<file path="src/rtl/adb_kbd_link.sv">
// Bit-serial VIA shift-register link (CB1 clock / CB2 data) for the Mac Plus keyboard and Mac SE ADB models.
// Optional: define KBD_WAIT_TIMEOUT_EN to abandon a Plus command whose response never arrives.
module adb_kbd_link #(
  parameter int PLUS_DIV = 1300,
  parameter int SE_DIV   = 80
) (
  input  logic       clk32,
  input  logic       _systemReset,
  input  logic       clk8_en_p,
  input  logic       machineType,
  input  logic       cb2_o,
  input  logic       cb2_t,
  output logic       kbdclk,
  output logic       kbddata_o,
  input  logic [7:0] kbd_in_data,
  input  logic       kbd_in_strobe,
  output logic [7:0] kbd_out_data,
  output logic       kbd_out_strobe,
  input  logic       adb_listen,
  input  logic [7:0] adb_dout,
  input  logic       adb_dout_strobe,
  output logic [7:0] adb_din,
  output logic       adb_din_strobe,
  output logic       via_busy
);

  localparam int DIV_MAX = (PLUS_DIV > SE_DIV) ? PLUS_DIV : SE_DIV;
  localparam int CW      = $clog2(DIV_MAX + 1);
  localparam logic [CW-1:0] PLUS_DIV_W = CW'(PLUS_DIV);
  localparam logic [CW-1:0] SE_DIV_W   = CW'(SE_DIV);

  logic          kbdclk_q, kbdclk_d;
  logic          kbdclk_prev_q, kbdclk_prev_d;
  logic          kbddata_q, kbddata_d;
  logic [CW-1:0] cnt_q, cnt_d;
  logic [7:0]    shift_q, shift_d;
  logic [7:0]    to_mac_q, to_mac_d;
  logic [7:0]    adb_din_q, adb_din_d;
  logic          out_stb_q, out_stb_d;
  logic          din_stb_q, din_stb_d;
  logic          tx_q, tx_d;
  logic          wait_q, wait_d;
  logic          rx_q, rx_d;
  logic          dv_q, dv_d;
  logic [2:0]    bitcnt_q, bitcnt_d;
  logic          listen_prev_q, listen_prev_d;
`ifdef KBD_WAIT_TIMEOUT_EN
  logic [15:0]   wto_q, wto_d;
`endif

  logic          kbddat_i;
  logic          idle;
  logic          run;
  logic [CW-1:0] div;

  assign kbddat_i = ~cb2_t | cb2_o;
  assign idle     = ~tx_q & ~rx_q;
  assign run      = (tx_q & ~wait_q) | rx_q;
  assign div      = machineType ? SE_DIV_W : PLUS_DIV_W;

  // State register
  always_ff @(posedge clk32 or negedge _systemReset) begin
    if (!_systemReset) begin
      kbdclk_q      <= 1'b1;
      kbdclk_prev_q <= 1'b1;
      kbddata_q     <= 1'b1;
      cnt_q         <= '0;
      shift_q       <= '0;
      to_mac_q      <= '0;
      adb_din_q     <= '0;
      out_stb_q     <= 1'b0;
      din_stb_q     <= 1'b0;
      tx_q          <= 1'b0;
      wait_q        <= 1'b0;
      rx_q          <= 1'b0;
      dv_q          <= 1'b0;
      bitcnt_q      <= '0;
      listen_prev_q <= 1'b0;
`ifdef KBD_WAIT_TIMEOUT_EN
      wto_q         <= '0;
`endif
    end else begin
      kbdclk_q      <= kbdclk_d;
      kbdclk_prev_q <= kbdclk_prev_d;
      kbddata_q     <= kbddata_d;
      cnt_q         <= cnt_d;
      shift_q       <= shift_d;
      to_mac_q      <= to_mac_d;
      adb_din_q     <= adb_din_d;
      out_stb_q     <= out_stb_d;
      din_stb_q     <= din_stb_d;
      tx_q          <= tx_d;
      wait_q        <= wait_d;
      rx_q          <= rx_d;
      dv_q          <= dv_d;
      bitcnt_q      <= bitcnt_d;
      listen_prev_q <= listen_prev_d;
`ifdef KBD_WAIT_TIMEOUT_EN
      wto_q         <= wto_d;
`endif
    end
  end

  // Next-state logic; later assignments take priority within a tick
  always_comb begin
    kbdclk_d      = kbdclk_q;
    kbdclk_prev_d = kbdclk_prev_q;
    kbddata_d     = kbddata_q;
    cnt_d         = cnt_q;
    shift_d       = shift_q;
    to_mac_d      = to_mac_q;
    adb_din_d     = adb_din_q;
    out_stb_d     = out_stb_q;
    din_stb_d     = din_stb_q;
    tx_d          = tx_q;
    wait_d        = wait_q;
    rx_d          = rx_q;
    dv_d          = dv_q;
    bitcnt_d      = bitcnt_q;
    listen_prev_d = listen_prev_q;
`ifdef KBD_WAIT_TIMEOUT_EN
    wto_d         = wto_q;
`endif
    if (clk8_en_p) begin
      out_stb_d = 1'b0;
      din_stb_d = 1'b0;

      if (run) begin
        if (cnt_q == div) begin
          cnt_d    = '0;
          kbdclk_d = ~kbdclk_q;
          // Falling edge: sample the Mac's bit, or present ours
          if (kbdclk_q) begin
            if (tx_q) shift_d = {shift_q[6:0], kbddat_i};
            if (rx_q) kbddata_d = to_mac_q[3'd7 - bitcnt_q];
          end
        end else begin
          cnt_d = cnt_q + CW'(1);
        end
      end else begin
        cnt_d    = '0;
        kbdclk_d = 1'b1;
      end

      kbdclk_prev_d = kbdclk_q;

      if (!machineType) begin
        if (kbd_in_strobe) begin
          to_mac_d = kbd_in_data;
          dv_d     = 1'b1;
        end
        if (idle && !kbddat_i) begin
          tx_d     = 1'b1;
          bitcnt_d = '0;
        end
      end else begin
        if (idle) listen_prev_d = adb_listen;
        if (idle && adb_listen && !listen_prev_q) begin
          tx_d     = 1'b1;
          bitcnt_d = '0;
        end
        if (adb_dout_strobe) begin
          to_mac_d = adb_dout;
          rx_d     = 1'b1;
          bitcnt_d = '0;
        end
      end

`ifdef KBD_WAIT_TIMEOUT_EN
      if (wait_q) begin
        if (wto_q == 16'hFFFF) begin
          wto_d = '0;
          if (!(kbddat_i && dv_q)) begin
            wait_d = 1'b0;
            tx_d   = 1'b0;
            dv_d   = 1'b0;
          end
        end else begin
          wto_d = wto_q + 16'd1;
        end
      end else begin
        wto_d = '0;
      end
`endif

      // Mac released the line and a response is queued: turn the link around
      if (wait_q && kbddat_i && dv_q) begin
        wait_d = 1'b0;
        tx_d   = 1'b0;
        rx_d   = 1'b1;
      end

      if (!kbdclk_prev_q && kbdclk_q) begin
        bitcnt_d = bitcnt_q + 3'd1;
        if (bitcnt_q == 3'd7) begin
          if (tx_q && !machineType) begin
            out_stb_d = 1'b1;
            wait_d    = 1'b1;
          end
          if (tx_q && machineType) begin
            adb_din_d = shift_q;
            din_stb_d = 1'b1;
            tx_d      = 1'b0;
          end
          if (rx_q) begin
            rx_d = 1'b0;
            dv_d = 1'b0;
          end
        end
      end
    end
  end

  // Outputs
  always_comb begin
    kbdclk         = kbdclk_q;
    kbddata_o      = kbddata_q;
    kbd_out_data   = shift_q;
    kbd_out_strobe = out_stb_q;
    adb_din        = adb_din_q;
    adb_din_strobe = din_stb_q;
    via_busy       = tx_q | rx_q;
  end

endmodule

</file>
<file path="config.mk">
export PLATFORM = sky130hd
export DESIGN_NAME = adb_kbd_link
export DESIGN_NICKNAME = d
export VERILOG_FILES = /design/src/rtl/adb_kbd_link.sv
export SDC_FILE = /design/constraint.sdc
export NUM_CORES = 1
export LEC_CHECK = 0
export BUFFER_PORTS_ARGS = -buffer_cell sky130_fd_sc_hd__buf_2
export CAP_MARGIN = 20
export CORE_MARGIN = 4
export CORE_UTILIZATION = 58
export CTS_CLUSTER_DIAMETER = 40
export CTS_CLUSTER_SIZE = 8
export DETAILED_ROUTE_END_ITERATION = 12
export GPL_ROUTABILITY_DRIVEN = 0
export PLACE_DENSITY_LB_ADDON = 0.08
export SYNTH_ARGS = -nofsm -noshare
export SYNTH_HDL_FRONTEND = slang
export SYNTH_SLANG_ARGS = --single-unit
export TNS_END_PERCENT = 20
</file>
<file path="constraint.sdc">
create_clock -name clk32 -period 4.55 [get_ports clk32]
set_input_delay 0.455 -clock clk32 [delete_from_list [all_inputs] [get_ports clk32]]
set_output_delay 0.455 -clock clk32 [all_outputs]
set_load 0.02 [all_outputs]
</file>
Word level (Yosys, flattened, before mapping). Cells that the tools add are included.

Flip-flop bits (word level): 48. Input bits: 25. Word-level logic and storage cells: 98.

$add $sub $neg: 3. $lt $le $gt $ge: 1. Equality and inequality tests: 5. Mux-type cells: 43. Bitwise logic cells: 10. Reduce and logical (&&, ||, !) cells: 21.

Operators by type and width (number): 11-bit two-way mux (3); 1-bit two-way mux (31); 8-bit two-way mux (3); 3-bit two-way mux (5); 11-bit by 1-bit adder with 11-bit output (second input constant) (1); 11-bit equality test (1); 5-bit AND reduction (2); 3-bit AND reduction (3); 1-bit logical AND (8); 1-bit inverter (5); 1-bit zero test (4); 3-bit by 4-bit < comparator with 1-bit output (second input constant) (1); 2-bit by 1-bit != test with 1-bit output (second input constant) (2); 4-bit by 1-bit != test with 1-bit output (second input constant) (1); 4-bit AND reduction (1); 3-bit by 1-bit adder with 3-bit output (second input constant) (1); 1-bit binary-select mux with 3-bit select (1); 3-bit equality test (second input constant) (1); 1-bit bitwise OR (3); 3-bit nonzero test (1); 3-bit subtractor (first input constant) (1); 1-bit bitwise AND (2); 2-bit AND reduction (1); 2-bit nonzero test (1).

Depth between registers and ports, before layout. Gate-level depths: netlist of run 1.

Word-level depth: 10. Depth in mapped cells: 6. Gate-level depth less buffers: 6.

Least setup slack after synthesis of run 1. No wires, ideal clock.

Kind: reg-to-reg. Start point: register kbdclk_q (netlist: kbdclk). End point: register adb_din_q[0] (netlist: adb_din[0]). Arrival: 1.720 ns. Path slack: 2.706 ns. Stages on the path, launching flop included: 4. Period minus slack after synthesis: 1.844 ns. Cell sequence: dfstp_2 > nand2_1 > nor4_2 > mux2_2.

Word-level cells in the longest chain between the ends: 2.

Ends and longest elaborated chain: start, declared (RTL line 32) `logic kbdclk_q, kbdclk_d;`; start signal, assigned (RTL line 83) `kbdclk_q <= kbdclk_d;`; 1-bit logical AND (RTL line 193) `if (!kbdclk_prev_q && kbdclk_q) begin`; 4-bit AND reduction (no line); end signal, assigned (RTL line 89) `adb_din_q <= adb_din_d;`; end, declared (RTL line 38) `logic [7:0] adb_din_q, adb_din_d;`.

Every way passes these cells. A chain may end at the register's enable or synchronous reset.

Final worst setup path of run 1.
Start point: input port machineType. End point: register adb_din_q[0] (netlist: adb_din[0]).

Word-level cells in the longest chain between the ends: 2.

Ends and longest elaborated chain: start, declared (RTL line 10) `input logic machineType,`; 1-bit logical AND (RTL line 200) `if (tx_q && machineType) begin`; 4-bit AND reduction (no line).

Every way passes these cells.

==> results of run 1 <==
-- where the power goes --
group / internal (W) / total, W / leakage, nW / switching (W)
Combinational: 0.000124 / 0.000258 / 0.664 / 0.000133
Sequential: 0.000509 / 0.000604 / 0.617 / 0.0000949
Clock: 0.000165 / 0.000312 / 0.0583 / 0.000146
-- what timing repair did --
item | CTS | global route
hold buffers | 0 | 1
setup endpoints to repair | 0 | 0
hold endpoints to repair | 0 | 5
-- cell type report --
class                           instances  area, sq um  area share, %
Inverter                               11         41.3           1.52
Sequential cell                        48         1200           44.2
Clock inverter                          3         47.5           1.75
Tap cell                               48         60.1           2.20
Clock buffer                            5         68.8           2.53
Multi-Input combinational cell        140         1050           38.4
Timing Repair Buffer                   47          255           9.37
-- flip-flops by register name (all words and copies together), names as in the netlist --
signal / flops
cnt_q: 11
listen_prev_q: 1
kbddata_o: 1
kbd_out_data: 8
adb_din_strobe: 1
tx_q: 1
wait_q: 1
adb_din: 8
to_mac_q: 8
kbdclk_prev_q: 1
bitcnt_q: 3
kbd_out_strobe: 1
rx_q: 1
kbdclk: 1
dv_q: 1
-- layer usage --
metal,global-route usage (%),vias up,part of all wire [%]
met5,0,-,0
met4,6.89,0,1.6
met3,4.83,9,6.1
met2,31.5,54,47
met1,28.7,857,45
li1,-,824,-
-- worst paths after layout --
| path | start | slack, ns | to |
|---|---|---|---|
| worst max-delay path | machineType | 2.47 | adb_din[0]$_DFFE_PN0P_ |
| max in group asynchronous | _systemReset | 3.52 | kbddata_o$_DFFE_PN1P_ |
| worst min register to register | to_mac_q[1]$_DFFE_PN0P_ | 0.49 | to_mac_q[1]$_DFFE_PN0P_ |
| worst max register to register | cnt_q[3]$_DFFE_PN0P_ | 2.48 | kbd_out_data[2]$_DFFE_PN0P_ |
| min in group asynchronous | _systemReset | 0.51 | rx_q$_DFFE_PN0P_ |
| worst min-delay path | adb_listen | 0.40 | listen_prev_q$_DFFE_PN0P_ |
-- critical path: stages --
cell and delay, ns:
buf_2 0.31, inv_1 0.23, nor4_2 0.86, mux2_2 0.41
-- kinds of logic (layout without fill, tap and decap cells) --
kind of cell    after synthesis  in the layout  synth area share, %
compound gates               30             30                 7.81
xor+xnor                      9              9                 3.42
fa+ha+maj                     4              4                 2.17
buf+inv                      15             66                 2.44
flops                        48             48                 52.2
mux                          32             32                 16.2
simple gates                 65             65                 15.7
-- cell usage in the layout, fill, tap and decap left out, types with 4 or more instances in the layout --
cell type  count
nor3_1         6
nor2_1        15
buf_2         45
dfrtp_1       45
ha_1           4
nand4_1        6
inv_1         11
mux2_2        20
xor2_1         4
nand2_1       22
xnor2_1        5
o21ai_0       16
clkbuf_8       5
mux2i_1        9
-- per-stage QoR --
step           util, %  power [W]  worst slack (ns)  hold slack (ns)  std cells
6_report          72.8    0.00117              2.47            0.396        302
5_1_grt           72.8    0.00125              2.29            0.395        302
4_1_cts           72.0    0.00118              2.40            0.353        300
3_5_place_dp      68.9   0.000864              2.11            0.475        292
3_3_place_gp      68.9   0.000856              2.14            0.459        292
2_1_floorplan        -   0.000782              2.71            0.159        203
==> impl_metrics.ini, run 1 <==
[outcome]
status = complete, no violations

[route]
drt-initial-drc-count = 164
drt-pass1-iter-count = 4
wl_per_cell_um = 15.4
via_count = 1744
routed_wl_um = 4650
via_per_inst = 5.77
postRouteAntennaNets = 0
drc = 0

[synth]
netlist_top_cells_count = dfrtp_1 (45), nand2_1 (22), mux2_2 (20), o21ai_0 (16), nor2_1 (15)
syn_area_sq_um = 2310
synth.top_cell.area_share_pct = 48.8
yosysWarnings = 0
synth_area_leader_cell = dfrtp_1
ys_ff_latch = 48
synth_edf_count = 0
async_flop_share_pct = 100
ys.flop_type = dfrtp_1
syn_inst = 203
yosysMostFrequentCell = dfrtp_1
synth.distinct_cells = 38
synth.avg_cell_area_sq_um = 11.4
synth_fp_nets = 232
synth_area_leaders = dfrtp_1 (49%), mux2_2 (9.8%), mux2i_1 (3.9%), nand2_1 (3.6%), o21ai_0 (3.5%)
yosysSeqAreaShare_pct = 52.2

[timing]
fmax_mhz = 482
fin_tns_setup_ns = 0
finClkSkew_ns = 0.00281
rsz0062_at_grt = no
fin_crit_ns = 2.08
report.final.hold_viol_count = 0
worst-slew-pin-transition_ns = 0.923
drv_slew = 0
period_share_pct = 45.6
finalSetupViolations = 0
relSlewSlack_pct = 37.9

[clock_tree]
cts-root-buf = clkbuf_8
cts_inserted_buffers = 5
cts-htree-levels = 2
cts.sinks = 48
clock_path_buffers = 2
cts_tree = done
cts_setup_buffers = 0
clk_pin_slew_ns = 0.09
cts_resized = 0
clk_latency_ns = 0.30

[critical_path]
crit_type = input pin to flip-flop
cp_data_arrival_time_ns = 2.27
required_ns = 4.74
r2r_cells = 4
cp_max_fo = 14
startpoint_type = input pin
worst_setup_path_end_kind = flip-flop

[finish]
fin_nets = 282
final_layout_size_suffix_gt1_share_pct = 34.3
design_area_sq_um = 2720
area_delta_synth_final_pct = 18.1
num_antenna_cells = 0
fillers = 294

[job]
maxCapViolCount = 0

[floorplan]
core_area_sq_um = 3740
die_area_sq_um = 5050
die_h_um = 71.1
ioPinCount = 46
rows = 22
start_util_pct = 61.6
die_w_um = 71.1

[grt]
grt_pass1_vias = 1675
grt_start_max_net_pins = 49
grt_util_all_layers_pct = 20.5
antenna_found_initial = 0
grt_overflow = 0
grt_pass1_wl_um = 8130

[hold_path]
min_path_cells = 2
hold_path_class = input pin to flip-flop

[power_and_ir_drop]
vdd_drop_max_uv = 263
leakage_nw = 1.34
p_per_area_nw_per_um2 = 431

[place]
dpl.hpwl_um = 3340
port_buffers = 45
place_area_sq_um = 2580
Note: power is estimated with default switching activity, not from simulation.
==> run 2: changes to the inputs <==
- CORE_UTILIZATION: 58 -> 54
- clock period: 4.55 -> 2 ns (I/O delays scaled with it)
==> run 2 against run 1 <==
- power grew 130%
- clock skew up 0.0041 ns
- critical path depth is 1 higher
- first-iteration DRC count rose by 13%
- sequential power grew 130%
- combinational power up 140%
- sequential share of layout area decreased by 0.66 points
- cell area rose by 1.5%
- flip-flop and latch count unchanged
- critical path type is now flip-flop to flip-flop
- critical endpoint is now kbd_out_data[3]$_DFFE_PN0P_
- largest cell class unchanged
- highest routed layer unchanged
==> impl_metrics.ini, run 2 (same netlist as run 1, synthesis figures left out) <==
[finish]
area_delta_synth_final_pct = 19.8
largest-register = cnt_q
final_cell_mix = dfrtp_1 (45), buf_2 (45), nand2_1 (22)
fin_util_pct = 68.1
design_area_sq_um = 2770
fin_nets = 290
final_layout_size_suffix_gt1_share_pct = 35.9
num_antenna_cells = 0
largest_register_ffs = 11

[power_and_ir_drop]
leakage_nw = 1.37
p_comb_share_pct = 23.0
p_switching_w = 0.000833
p_per_area_nw_per_um2 = 963
pwr-share-seq_pct = 51.4
vdd_drop_max_uv = 488
clkPwrFrac_pct = 25.6
power.share.switching_pct = 31.3
p_int_w = 0.00183

[timing]
relSlewSlack_pct = 59.4
postLayoutSetupSlackWorst_ns = 0.120
rsz0062_at_grt = no
worst-slew-pin-transition_ns = 0.609
drv_slew = 0
holdWs_ns = 0.144
report.final.hold_viol_count = 0
fin_tns_setup_ns = 0
period_share_pct = 94.0
finClkSkew_ns = 0.00693
fmax_mhz = 532
finalSetupViolations = 0
fin_crit_ns = 1.88

[route]
wl_per_cell_um = 14.5
drc = 0
via_count = 1711
postRouteAntennaNets = 0
routed_wl_um = 4530
drt-pass1-iter-count = 5
drt-initial-drc-count = 186
via_per_inst = 5.48

[floorplan]
ioPinCount = 46
core_area_sq_um = 4060
die_h_um = 73.4
die_w_um = 73.4
die_area_sq_um = 5380
start_util_pct = 56.9
rows = 23

[clock_tree]
clock_path_buffers = 2
cts_inserted_buffers = 5
cts-htree-levels = 2
cts.sinks = 48
clk_pin_slew_ns = 0.09
cts_resized = 0
cts_tree = done
cts-root-buf = clkbuf_8
clk_latency_ns = 0.30

[grt]
grt_pass1_vias = 1592
grt_overflow = 0
grt_util_all_layers_pct = 18.7
grt_pass1_wl_um = 7720
antenna_found_initial = 0
grt_start_max_net_pins = 30

[critical_path]
worst_setup_path_end_kind = flip-flop
cp_max_fo = 8
startpoint_type = flip-flop
crit_type = flip-flop to flip-flop
required_ns = 2.19
cp_data_arrival_time_ns = 2.07

[outcome]
status = complete, no violations

[place]
place_area_sq_um = 2650
dpl.hpwl_um = 3430
dpl_worst_slack_ns = 0.117
port_buffers = 45

[hold_path]
hold_path_class = input pin to flip-flop

[job]
maxCapViolCount = 0
[run 2: cell types whose count changed in the layout (fill, tap and decap cells not counted), sizes merged]
cell / previous run / this run
clkbuf: 5 / 6
clkinv: 2 / 1
buf: 46 / 54
[run 2: layout make-up]
class / instances / area [sq um]
well taps: 50 / 62.6
clock buffers: 6 / 72.6
flip-flops and latches: 48 / 1200
multi-input cells: 140 / 1050
inverters: 11 / 41.3
clock inverters: 2 / 35.0
repair buffers: 55 / 303
fillers: 318 / 1290
[run 2: worst paths after layout]
kind | from | to | slack (ns) | depth (start not counted)
max | cnt_q[5]$_DFFE_PN0P_ | kbd_out_data[3]$_DFFE_PN0P_ | 0.12 | 5
min | adb_listen | listen_prev_q$_DFFE_PN0P_ | 0.14 | 2
max reg2reg | cnt_q[5]$_DFFE_PN0P_ | kbd_out_data[3]$_DFFE_PN0P_ | 0.12 | 5
min reg2reg | to_mac_q[1]$_DFFE_PN0P_ | to_mac_q[1]$_DFFE_PN0P_ | 0.49 | 2
max in group asynchronous | _systemReset | kbdclk$_DFFE_PN1P_ | 0.91 | 3
min in group asynchronous | _systemReset | kbd_out_strobe$_DFFE_PN0P_ | 0.44 | 2
[run 2: per-layer routing]
metal | global-route usage (%) | share of wire [%] | vias up
met5 | 0 | 0 | -
met4 | 5.43 | 1.2 | 0
met3 | 4.51 | 6.5 | 6
met2 | 26.5 | 44 | 57
met1 | 28.5 | 48 | 810
li1 | - | - | 838
[run 2: worst max-delay path: stages, from the launching register on]
cell and delay, ns:
dfrtp_1 0.43, nor4b_2 0.36, nand3b_2 0.20, nor4b_4 0.24, buf_4 0.20, mux2_2 0.34
[run 2: power groups by stage]
stage	clock [W]	combinational [W]	sequential, W
2_1_floorplan	0	0.000430	0.00135
3_3_place_gp	0	0.000604	0.00137
3_5_place_dp	0	0.000613	0.00139
4_1_cts	0.000697	0.000621	0.00137
5_1_grt	0.000743	0.000694	0.00140
6_report	0.000681	0.000613	0.00137
[run 2: metrics by stage]
step | std cells | total power (W)
after floorplan | 203 | 0.00178
after global placement | 303 | 0.00198
after detailed placement | 303 | 0.00200
after CTS | 312 | 0.00269
after global routing | 312 | 0.00284
final | 312 | 0.00266
[run 2: what timing repair did]
| item | CTS | global route |
|---|---|---|
| hold endpoints to repair | 25 | 0 |
| hold buffers | 1 | 0 |
| setup buffers | 0 | 0 |
